[config.mk]
export PLATFORM = sky130hd
export DESIGN_NAME = sdram_cmd_arbiter
export DESIGN_NICKNAME = d
export VERILOG_FILES = /design/src/rtl/sdram_pkg.sv /design/src/rtl/sdram_refresh_timer.sv /design/src/rtl/sdram_cmd_arbiter.sv
export SDC_FILE = /design/constraint.sdc
export NUM_CORES = 1
export LEC_CHECK = 0
export CAP_MARGIN = 10
export CORE_AREA = 3 3 78 80
export CTS_CLUSTER_DIAMETER = 100
export DETAILED_ROUTE_END_ITERATION = 7
export DIE_AREA = 0 0 81 83
export GPL_TIMING_DRIVEN = 0
export HOLD_SLACK_MARGIN = 0.03
export PLACE_DENSITY = 0.84
export SYNTH_ARGS = -nofsm -noshare
export SYNTH_HDL_FRONTEND = slang
export SYNTH_HIERARCHICAL = 1
export SYNTH_SLANG_ARGS = --single-unit
[constraint.sdc]
create_clock -name sys_clk -period 2.6 [get_ports sys_clk]
set_clock_uncertainty 0.2 [all_clocks]
set_input_delay 0.26 -clock sys_clk [delete_from_list [all_inputs] [get_ports sys_clk]]
set_output_delay 0.26 -clock sys_clk [all_outputs]
set_load 0.005 [all_outputs]
[src/rtl/sdram_pkg.sv]
// Shared types and SDRAM command encodings for the command-bus arbiter.
// Commands are {cs_n, ras_n, cas_n, we_n}.
package sdram_pkg;

  typedef enum logic [2:0] {
    S_INIT  = 3'd0,
    S_IDLE  = 3'd1,
    S_AREF  = 3'd2,
    S_MREG  = 3'd3,
    S_WRITE = 3'd4,
    S_READ  = 3'd5
  } arb_state_t;

  localparam logic [3:0] CMD_NOP  = 4'b0111;
  localparam logic [3:0] CMD_ACT  = 4'b0011;
  localparam logic [3:0] CMD_RD   = 4'b0101;
  localparam logic [3:0] CMD_WR   = 4'b0100;
  localparam logic [3:0] CMD_PRE  = 4'b0010;
  localparam logic [3:0] CMD_AREF = 4'b0001;
  localparam logic [3:0] CMD_LMR  = 4'b0000;

endpackage

[src/rtl/sdram_refresh_timer.sv]
// Periodic refresh scheduler: free-running interval counter plus the
// pending-refresh flag and the sticky missed-refresh flag.
module sdram_refresh_timer #(
  parameter int REF_INTERVAL = 780
) (
  input  logic sys_clk,
  input  logic sys_rst_n,
  input  logic i_en,
  input  logic i_clr,
  output logic o_ref_req,
  output logic o_ref_miss
);

  localparam int CNT_W = (REF_INTERVAL > 1) ? $clog2(REF_INTERVAL) : 1;

  logic [CNT_W-1:0] r_cnt;
  logic             r_ref_pend;
  logic             r_ref_miss;
  logic             w_wrap;

  assign w_wrap = i_en && (r_cnt == CNT_W'(REF_INTERVAL - 1));

  always_ff @(posedge sys_clk or negedge sys_rst_n) begin
    if (!sys_rst_n) begin
      r_cnt      <= '0;
      r_ref_pend <= 1'b0;
      r_ref_miss <= 1'b0;
    end else begin
      if (w_wrap)
        r_cnt <= '0;
      else if (i_en)
        r_cnt <= r_cnt + CNT_W'(1);

      // A wrap in the same cycle as the completion leaves a fresh request pending.
      if (w_wrap)
        r_ref_pend <= 1'b1;
      else if (i_clr)
        r_ref_pend <= 1'b0;

      if (w_wrap && r_ref_pend)
        r_ref_miss <= 1'b1;
    end
  end

  // The wrap cycle itself already counts as a request so the arbiter can
  // grant refresh ahead of other clients arbitrating in that same cycle.
  assign o_ref_req  = r_ref_pend | w_wrap;
  assign o_ref_miss = r_ref_miss;

endmodule

[src/rtl/sdram_cmd_arbiter.sv]
// SDRAM command-bus owner: init pass-through, then a grant FSM with refresh
// priority and write/read round-robin.
//   state   | meaning
//   S_INIT  | init sequencer drives the pins until init_done
//   S_IDLE  | NOP on the pins, arbitrating the next grant
//   S_AREF  | auto-refresh granted, wait for aref_done
//   S_MREG  | load-mode-register granted, wait for mode_reg_done
//   S_WRITE | write engine granted, wait for wr_done
//   S_READ  | read engine granted, wait for rd_done
module sdram_cmd_arbiter
  import sdram_pkg::*;
#(
  parameter int REF_INTERVAL = 780,
  parameter int ADDR_W       = 12,
  parameter int BA_W         = 2
) (
  input  logic              sys_clk,
  input  logic              sys_rst_n,
  input  logic              init_done,
  input  logic [3:0]        init_cmd,
  input  logic [BA_W-1:0]   init_ba,
  input  logic [ADDR_W-1:0] init_addr,
  input  logic              mreg_req,
  output logic              mode_reg_en,
  input  logic              mode_reg_done,
  input  logic [3:0]        mreg_cmd,
  input  logic [BA_W-1:0]   mreg_ba,
  input  logic [ADDR_W-1:0] mreg_addr,
  output logic              aref_en,
  input  logic              aref_done,
  input  logic [3:0]        aref_cmd,
  input  logic [BA_W-1:0]   aref_ba,
  input  logic [ADDR_W-1:0] aref_addr,
  input  logic              wr_req,
  input  logic              rd_req,
  output logic              wr_en,
  output logic              rd_en,
  input  logic              wr_done,
  input  logic              rd_done,
  input  logic [3:0]        wr_cmd,
  input  logic [BA_W-1:0]   wr_ba,
  input  logic [ADDR_W-1:0] wr_addr,
  input  logic [3:0]        rd_cmd,
  input  logic [BA_W-1:0]   rd_ba,
  input  logic [ADDR_W-1:0] rd_addr,
  output logic [3:0]        sdram_cmd,
  output logic [BA_W-1:0]   sdram_ba,
  output logic [ADDR_W-1:0] sdram_addr,
  output logic              ref_miss
);

  arb_state_t r_state;
  arb_state_t w_state_nxt;
  logic       r_last_wr;
  logic       w_last_wr_nxt;
  logic       r_aref_en, r_mreg_en, r_wr_en, r_rd_en;
  logic       w_ref_req;
  logic       w_aref_clr;

  assign w_aref_clr = aref_done && (r_state == S_AREF);

  sdram_refresh_timer #(
    .REF_INTERVAL (REF_INTERVAL)
  ) u_ref_timer (
    .sys_clk    (sys_clk),
    .sys_rst_n  (sys_rst_n),
    .i_en       (r_state != S_INIT),
    .i_clr      (w_aref_clr),
    .o_ref_req  (w_ref_req),
    .o_ref_miss (ref_miss)
  );

  always_comb begin
    w_state_nxt   = r_state;
    w_last_wr_nxt = r_last_wr;
    case (r_state)
      S_INIT:  if (init_done) w_state_nxt = S_IDLE;
      S_IDLE: begin
        if (w_ref_req)
          w_state_nxt = S_AREF;
        else if (mreg_req)
          w_state_nxt = S_MREG;
        else if (wr_req && (!rd_req || !r_last_wr)) begin
          w_state_nxt   = S_WRITE;
          w_last_wr_nxt = 1'b1;
        end else if (rd_req) begin
          w_state_nxt   = S_READ;
          w_last_wr_nxt = 1'b0;
        end
      end
      S_AREF:  if (aref_done)     w_state_nxt = S_IDLE;
      S_MREG:  if (mode_reg_done) w_state_nxt = S_IDLE;
      S_WRITE: if (wr_done)       w_state_nxt = S_IDLE;
      S_READ:  if (rd_done)       w_state_nxt = S_IDLE;
      default: w_state_nxt = S_INIT;
    endcase
  end

  // Reset leaves last_rw at "read" so write wins the first tie.
  always_ff @(posedge sys_clk or negedge sys_rst_n) begin
    if (!sys_rst_n) begin
      r_state   <= S_INIT;
      r_last_wr <= 1'b0;
      r_aref_en <= 1'b0;
      r_mreg_en <= 1'b0;
      r_wr_en   <= 1'b0;
      r_rd_en   <= 1'b0;
    end else begin
      r_state   <= w_state_nxt;
      r_last_wr <= w_last_wr_nxt;
      r_aref_en <= (w_state_nxt == S_AREF);
      r_mreg_en <= (w_state_nxt == S_MREG);
      r_wr_en   <= (w_state_nxt == S_WRITE);
      r_rd_en   <= (w_state_nxt == S_READ);
    end
  end

  assign aref_en     = r_aref_en;
  assign mode_reg_en = r_mreg_en;
  assign wr_en       = r_wr_en;
  assign rd_en       = r_rd_en;

  always_comb begin
    sdram_cmd  = CMD_NOP;
    sdram_ba   = '0;
    sdram_addr = '0;
    case (r_state)
      S_INIT:  begin sdram_cmd = init_cmd; sdram_ba = init_ba; sdram_addr = init_addr; end
      S_AREF:  begin sdram_cmd = aref_cmd; sdram_ba = aref_ba; sdram_addr = aref_addr; end
      S_MREG:  begin sdram_cmd = mreg_cmd; sdram_ba = mreg_ba; sdram_addr = mreg_addr; end
      S_WRITE: begin sdram_cmd = wr_cmd;   sdram_ba = wr_ba;   sdram_addr = wr_addr;   end
      S_READ:  begin sdram_cmd = rd_cmd;   sdram_ba = rd_ba;   sdram_addr = rd_addr;   end
      default: ;
    endcase
  end

endmodule

==> run metrics, run 1 <==
CTS clk-pin slew, worst paths 0.06 ns; drt via density between 5 and 6; Max Buffers Root-to-Sink 2; drt total wl approximately 6500 um; crit path from r_state[2]$_DFF_PN0_; Iter 0 DRT Violations approximately 160; Worst Setup Start Kind register; layout cells sized above 1 14.8%; Cells after DPL around 390; Storage cell area between 500 and 600 um^2; Tot Pwr ~2.8 mW; Max-cap violations 0; Detailed Routing Iterations Pass 1 4; fillers approximately 480; Post-Synth Simple-Gate Area between 20 and 25%; Inserted Diodes 0; # IOs between 100 and 150; Setup Crit Path Kind register to primary output; GR Util All Layers between 15 and 20%; Min-Delay Startpoint u_ref_timer/o_ref_miss$_DFFE_PN0P_; CP Capture Type primary output; DRC Markers 0; final std cells w/o fill 396; Avg Inst Size Synth around 8.7 um^2; count leader, synth nand2_1; final worst path period need around 2.5 ns; Synth Register Bits 20; H-tree depth 1; count of different cell masters after synthesis 46; Routed Antenna Nets 0; post-synth top area share roughly 30%; largest net degree at the start of global routing 21; Post-Synthesis Cells approximately 190; # rows 27; CTS buffer count 3; CTS Sinks 20; post-synthesis xor/xnor area fraction under 10%; via count around 2,000; post-synthesis sequential area ratio between 30% and 40%; Detail Placement HPWL 5180 um; main combinational cell family by area after synthesis compound AO/OA/AOI/OAI gates; core area around 0.0055 mm^2; later-pin clock latency in the skew report about 0.25 ns; gpl congestion about 0.96; Starting Density between 30 and 40%; Die Y 83 um; Async SR Flop Fraction between 90% and 100%; Synth Net Count between 200 and 300; most area-consuming cells after synthesis dfrtp_1 30%, mux2i_1 10%, o221ai_1 7.4%; Die ar. between 0.006 and 0.007 mm^2; initial antenna violation count 0; Yosys top cell by area dfrtp_1; vias in the first global route a little under 2,000; Finished Core Util between 50 and 60%; Area Overhead vs Synth 92.6%; worst-path fanout max 10; Post-synth EDFFs 0; I/O Buffers about 120; Nets 427; Post-synth top cells 21 x nand2_1, 20 x dfrtp_1, 17 x mux2i_1, 16 x a22oi_1, 14 x o221ai_1; Leak Pwr 1.29 nW; arrival time at the worst endpoint about 2.1 ns; status finished, final reports clean; CTS tree yes; grt ovf 0; Critical Path RT 2.14 ns; Worst Max-Slew Pin Slew 0.856 ns; area occupied by multi-input gates about 0.0011 mm^2; synth warn 6; RR Startpoint r_state[1]$_DFF_PN0_; Max IR drop VDD ~340 uV; Die Wd roughly 80 um; CTS root buf clkbuf_8; Slew Limit Fails 0; RSZ-0062 raised after global routing yes; top_reg_cell synth dfrtp_1; first-pass GRT wire length approximately 9800 um; type of the most critical hold path register to register; Synth Area in Compound Gates ~27%; max_slew headroom a little over two fifths; post-synthesis mux area share a little under an eighth; routed length per placed instance about 16 um; period utilisation layout a little over nine tenths; synthesized cell area ~0.0017 mm^2; final setup vio count 0; PwrDens approximately 900 mW/mm^2; Final Hold Vio Count 0; adder-cell area share of the yosys netlist less than 1%; maximum clock frequency about 400 MHz
==> routing by layer <==
layer	vias to the layer above	share of wire (%)	global-route usage [%]
met2	101	48	29.0
li1	983	-	-
met3	19	8.6	4.34
met1	940	40	24.9
met4	0	3.1	5.07
met5	-	0	0
==> cell families after synthesis <==
family,after synthesis
flip-flops,20
multiplexers,19
AO/OA/AOI/OAI,60
AND/OR/NAND/NOR,63
buffers and inverters,21
adder cells (fa/ha/maj),1
XOR/XNOR,7
==> layout make-up <==
class,instances,area share (%)
clock buffer,3,1.29
sequential,20,15.7
timing repair buffer,131,40.5
buffer,13,3.36
multi-input combinational,150,35.6
tap,72,2.82
inverter,7,0.822
==> where the power goes <==
part           total, mW  switching [mW]  leakage [nW]  internal, mW
Clock              0.189          0.0861        0.0216         0.103
Combinational       2.09           0.901          1.02          1.19
Sequential         0.530           0.104         0.256         0.426
==> layout by cell type, fill, tap and decap left out, types with 4 or more instances in the layout <==
| cell type | count |
|---|---|
| nand2_1 | 21 |
| clkdlybuf4s50_1 | 122 |
| buf_6 | 4 |
| dfrtp_1 | 19 |
| o21ai_0 | 7 |
| mux2i_1 | 16 |
| xnor2_1 | 4 |
| o211ai_1 | 4 |
| o221ai_1 | 14 |
| nor2b_1 | 5 |
| inv_1 | 7 |
| buf_4 | 12 |
| nor2_1 | 11 |
| a22oi_1 | 16 |
==> state kept, by name, indices dropped and copies added, names as in the netlist <==
| register | flops |
|---|---|
| r_last_wr | 1 |
| rd_en | 1 |
| wr_en | 1 |
| u_ref_timer/o_ref_miss | 1 |
| aref_en | 1 |
| u_ref_timer/r_ref_pend | 1 |
| u_ref_timer/r_cnt | 10 |
| r_state | 3 |
| mode_reg_en | 1 |
==> path summary, 6_finish.rpt <==
path | to | slack [ns] | cells after the start
hold / removal | u_ref_timer/o_ref_miss$_DFFE_PN0P_ | 0.26 | 1
max in group asynchronous | r_state[1]$_DFF_PN0_ | 1.32 | 1
hold reg to reg | u_ref_timer/o_ref_miss$_DFFE_PN0P_ | 0.26 | 1
min in group asynchronous | u_ref_timer/r_cnt[6]$_DFFE_PN0P_ | 0.30 | 1
setup reg to reg | rd_en$_DFF_PN0_ | 0.10 | 8
setup / recovery | sdram_addr[2] | 0.08 | 6
==> timing repair <==
item,in CTS,in global routing
pin swaps,4,7
buffers inserted,0,9
hold buffers,0,0
resized for setup,19,16
setup endpoints to repair,18,19
==> critical path, cell delays in order, from the launching register on <==
cell and delay [ns]:
dfrtp_1 0.40, buf_4 0.19, nor3b_4 0.32, buf_6 0.19
nand2_1 0.06, o221ai_1 0.07, clkdlybuf4s50_1 0.56
==> metrics by stage <==
step	area (um^2)	setup slack [ns]	setup TNS [ns]	hold WS [ns]
3_5_place_dp	2990	-0.319	-1.69	0.254
4_1_cts	3080	0.00132	0	0.269
5_1_grt	3200	-0.0484	-0.111	0.285
3_3_place_gp	2990	-0.229	-1.21	0.245
6_report	3200	0.0832	0	0.264
2_1_floorplan	1670	0.00590	0	-0.236
(Power assumes the default switching activity.)
==> inputs of run 2 (changes only) <==
--- a/config.mk
+++ b/config.mk
@@ -6,13 +6,14 @@
 export NUM_CORES = 1
 export LEC_CHECK = 0
 export CAP_MARGIN = 10
-export CORE_AREA = 3 3 78 80
+export CORE_AREA = 3 3 58 60
 export CTS_CLUSTER_DIAMETER = 100
 export DETAILED_ROUTE_END_ITERATION = 7
-export DIE_AREA = 0 0 81 83
+export DIE_AREA = 0 0 61 63
+export DONT_BUFFER_PORTS = 1
 export GPL_TIMING_DRIVEN = 0
-export HOLD_SLACK_MARGIN = 0.03
-export PLACE_DENSITY = 0.84
+export HOLD_SLACK_MARGIN = 0.06
+export PLACE_DENSITY = 0.83
 export SYNTH_ARGS = -nofsm -noshare
 export SYNTH_HDL_FRONTEND = slang
 export SYNTH_HIERARCHICAL = 1
==> run metrics, run 2 (same netlist as run 1, synthesis figures left out) <==
status finished, final reports clean; crit path from r_state[0]$_DFF_PN0_; routed length per placed instance 19.6 um (+19%); CP max stage delay 0.41 ns (-0.15 ns); vias in the first global route 1,627 (-17%); Setup Crit Path Kind register to register; largest net degree at the start of global routing 21 (unchanged); commonest non-fill, non-tap cell in the layout nand2_1; Detailed Routing Iterations Pass 1 5 (+1); Max IR drop VDD 491 uV (+46%); arrival time at the worst endpoint 2.46 ns (+0.40 ns); Area Overhead vs Synth 10.2%; initial antenna violation count 0 (unchanged); Max-cap violations 0 (unchanged); Top reg by flops u_ref_timer/r_cnt; Area after DPL 0.00172 mm^2 (-43%); Critical Path RT 2.60 ns (+0.46 ns); # rows 20 (-26%); Tot Pwr 2.01 mW (-28%); met2 Track Usage GR 40.4% (+11 points); RSZ-0062 raised after global routing no; Max Buffers Root-to-Sink 2 (unchanged); CTS Sinks 20 (unchanged); drt via density 6.81 (+32%); drt total wl 4520 um (-30%); first-pass GRT wire length 6890 um (-29%); gpl congestion 0.782 (-19%); Die Y 63 um (-24%); Worst Setup Start Kind register; Worst Max-Slew Pin Slew 0.884 ns (+0.0277 ns); Die Wd 61 um (-25%); RR Startpoint r_state[0]$_DFF_PN0_; met3 Track Usage GR 8.06% (+3.7 points); via count 1,572 (-23%); DRC Markers 0 (unchanged); Routed Antenna Nets 0 (unchanged); Leak Pwr 0.763 nW (-41%); type of the most critical hold path input pin to register; Final Hold Vio Count 0 (unchanged); Detail Placement HPWL 3660 um (-29%); grt ovf 0 (unchanged); worst-path fanout max 19 (+9); final worst path period need 2.46 ns (-0.0560 ns); GR Util All Layers 22.7% (+4.3 points); CTS clk-pin slew, worst paths 0.11 ns (+0.05 ns); Top Registers u_ref_timer/r_cnt x10, r_state x3; Die ar. 0.00384 mm^2 (-43%); Nets 300 (-30%); CTS buffer count 3 (unchanged); final setup vio count 0 (unchanged); PwrDens 1100 mW/mm^2 (+25%); max_slew headroom 40.9% (-1.9 points); CTS root buf clkbuf_4; critical path, cell by cell buf_6 -> or3_4 -> and3_4 -> and3_4 -> or2_4 -> nor2_2 -> o21ai_1 -> a221oi_2; layout cells sized above 1 16.7% (+1.9 points); Min-Delay Startpoint aref_done; fillers 248 (-48%); I/O Buffers 0 (-100%); GRT met1 Usage 25.6% (+0.75 points); later-pin clock latency in the skew report 0.30 ns (+0.05 ns); slowest stage cell, crit path dfrtp_1; CTS tree yes; commonest cells after routing, fill and taps aside 21 x nand2_1, 19 x dfrtp_1, 17 x mux2i_1; period utilisation layout 94.6% (-2.2 points); design area 0.00183 mm^2 (-43%); Slew Limit Fails 0 (unchanged); H-tree depth 1 (unchanged); Starting Density 55.8% (+25 points); Inserted Diodes 0 (unchanged); core area 0.00298 mm^2 (-46%); maximum clock frequency 406 MHz (+2.3%); Iter 0 DRT Violations 83 (-49%); # IOs 123 (unchanged); GRT busiest layer met2; CP Capture Type register; CP dominant cell by count and3_4; max reg flops 10 (unchanged)
## run 2: cell types whose count changed in the layout (fill, tap and decap cells not counted), moves of 2 or more
| cell | before | now |
|---|---|---|
| dlygate4sd3_1 | 0 | 5 |
| clkbuf_1 | 2 | 5 |
| buf_4 | 12 | 4 |
| clkdlybuf4s50_1 | 122 | 0 |
| clkbuf_8 | 3 | 1 |
| buf_6 | 4 | 1 |
| clkbuf_4 | 0 | 3 |
## run 2: per-stage QoR
step | hold WS, ns | instances | utilization [%] | setup WS [ns] | TNS [ns]
2_1_floorplan | -0.236 | 191 | - | 0.00590 | 0
3_3_place_gp | -0.235 | 224 | 57.6 | -0.192 | -0.909
3_5_place_dp | -0.235 | 224 | 57.6 | -0.298 | -1.70
4_1_cts | 0.0751 | 231 | 61.1 | 0.0381 | 0
5_1_grt | 0.0668 | 231 | 61.5 | 0.0143 | 0
6_report | 0.0797 | 231 | 61.5 | 0.139 | 0
## run 2: worst max-delay path: cells and delay by family, from the launching register on
kind	cells	cell delay, ns
buf+inv	1	0.17
flops	1	0.41
simple gates	5	1.15
compound gates	2	0.43
## run 2: routing by layer
metal  share of wire (%)  vias to the layer above
met1                  39                      746
met3                  10                        2
met4                0.64                        0
li1                    -                      732
met2                  50                       92
met5                   0                        -
## run 2: worst paths after layout
kind	end	slack, ns	cells after the start
min	u_ref_timer/r_ref_pend$_DFFE_PN0P_	0.08	3
min reg2reg	r_last_wr$_DFFE_PN0P_	0.30	1
max reg2reg	rd_en$_DFF_PN0_	0.14	8
max	rd_en$_DFF_PN0_	0.14	8
min in group asynchronous	u_ref_timer/r_cnt[5]$_DFFE_PN0P_	0.32	1
max in group asynchronous	r_state[1]$_DFF_PN0_	1.29	1
## run 2: power breakdown
group	total [mW]	switching, mW	internal, mW
clock	0.177	0.0913	0.0854
sequential	0.550	0.125	0.425
combinational	1.28	0.718	0.567
total	2.01	0.935	1.08
## run 2: cell type report
type | instances | area [um^2] | share of cell area [%]
multi-input combinational | 150 | 1100 | 60.4
clock buffer | 4 | 36.3 | 1.98
timing repair buffer | 6 | 57.6 | 3.14
tap | 33 | 41.3 | 2.26
buffer | 11 | 62.6 | 3.42
sequential | 20 | 502 | 27.4
inverter | 7 | 26.3 | 1.44
## run 2: timing repair
action	CTS	global route
buffers inserted	1	0
pin swaps	2	1
hold buffers	5	0
setup endpoints to repair	8	15
hold endpoints to repair	23	0
resized for setup	6	5
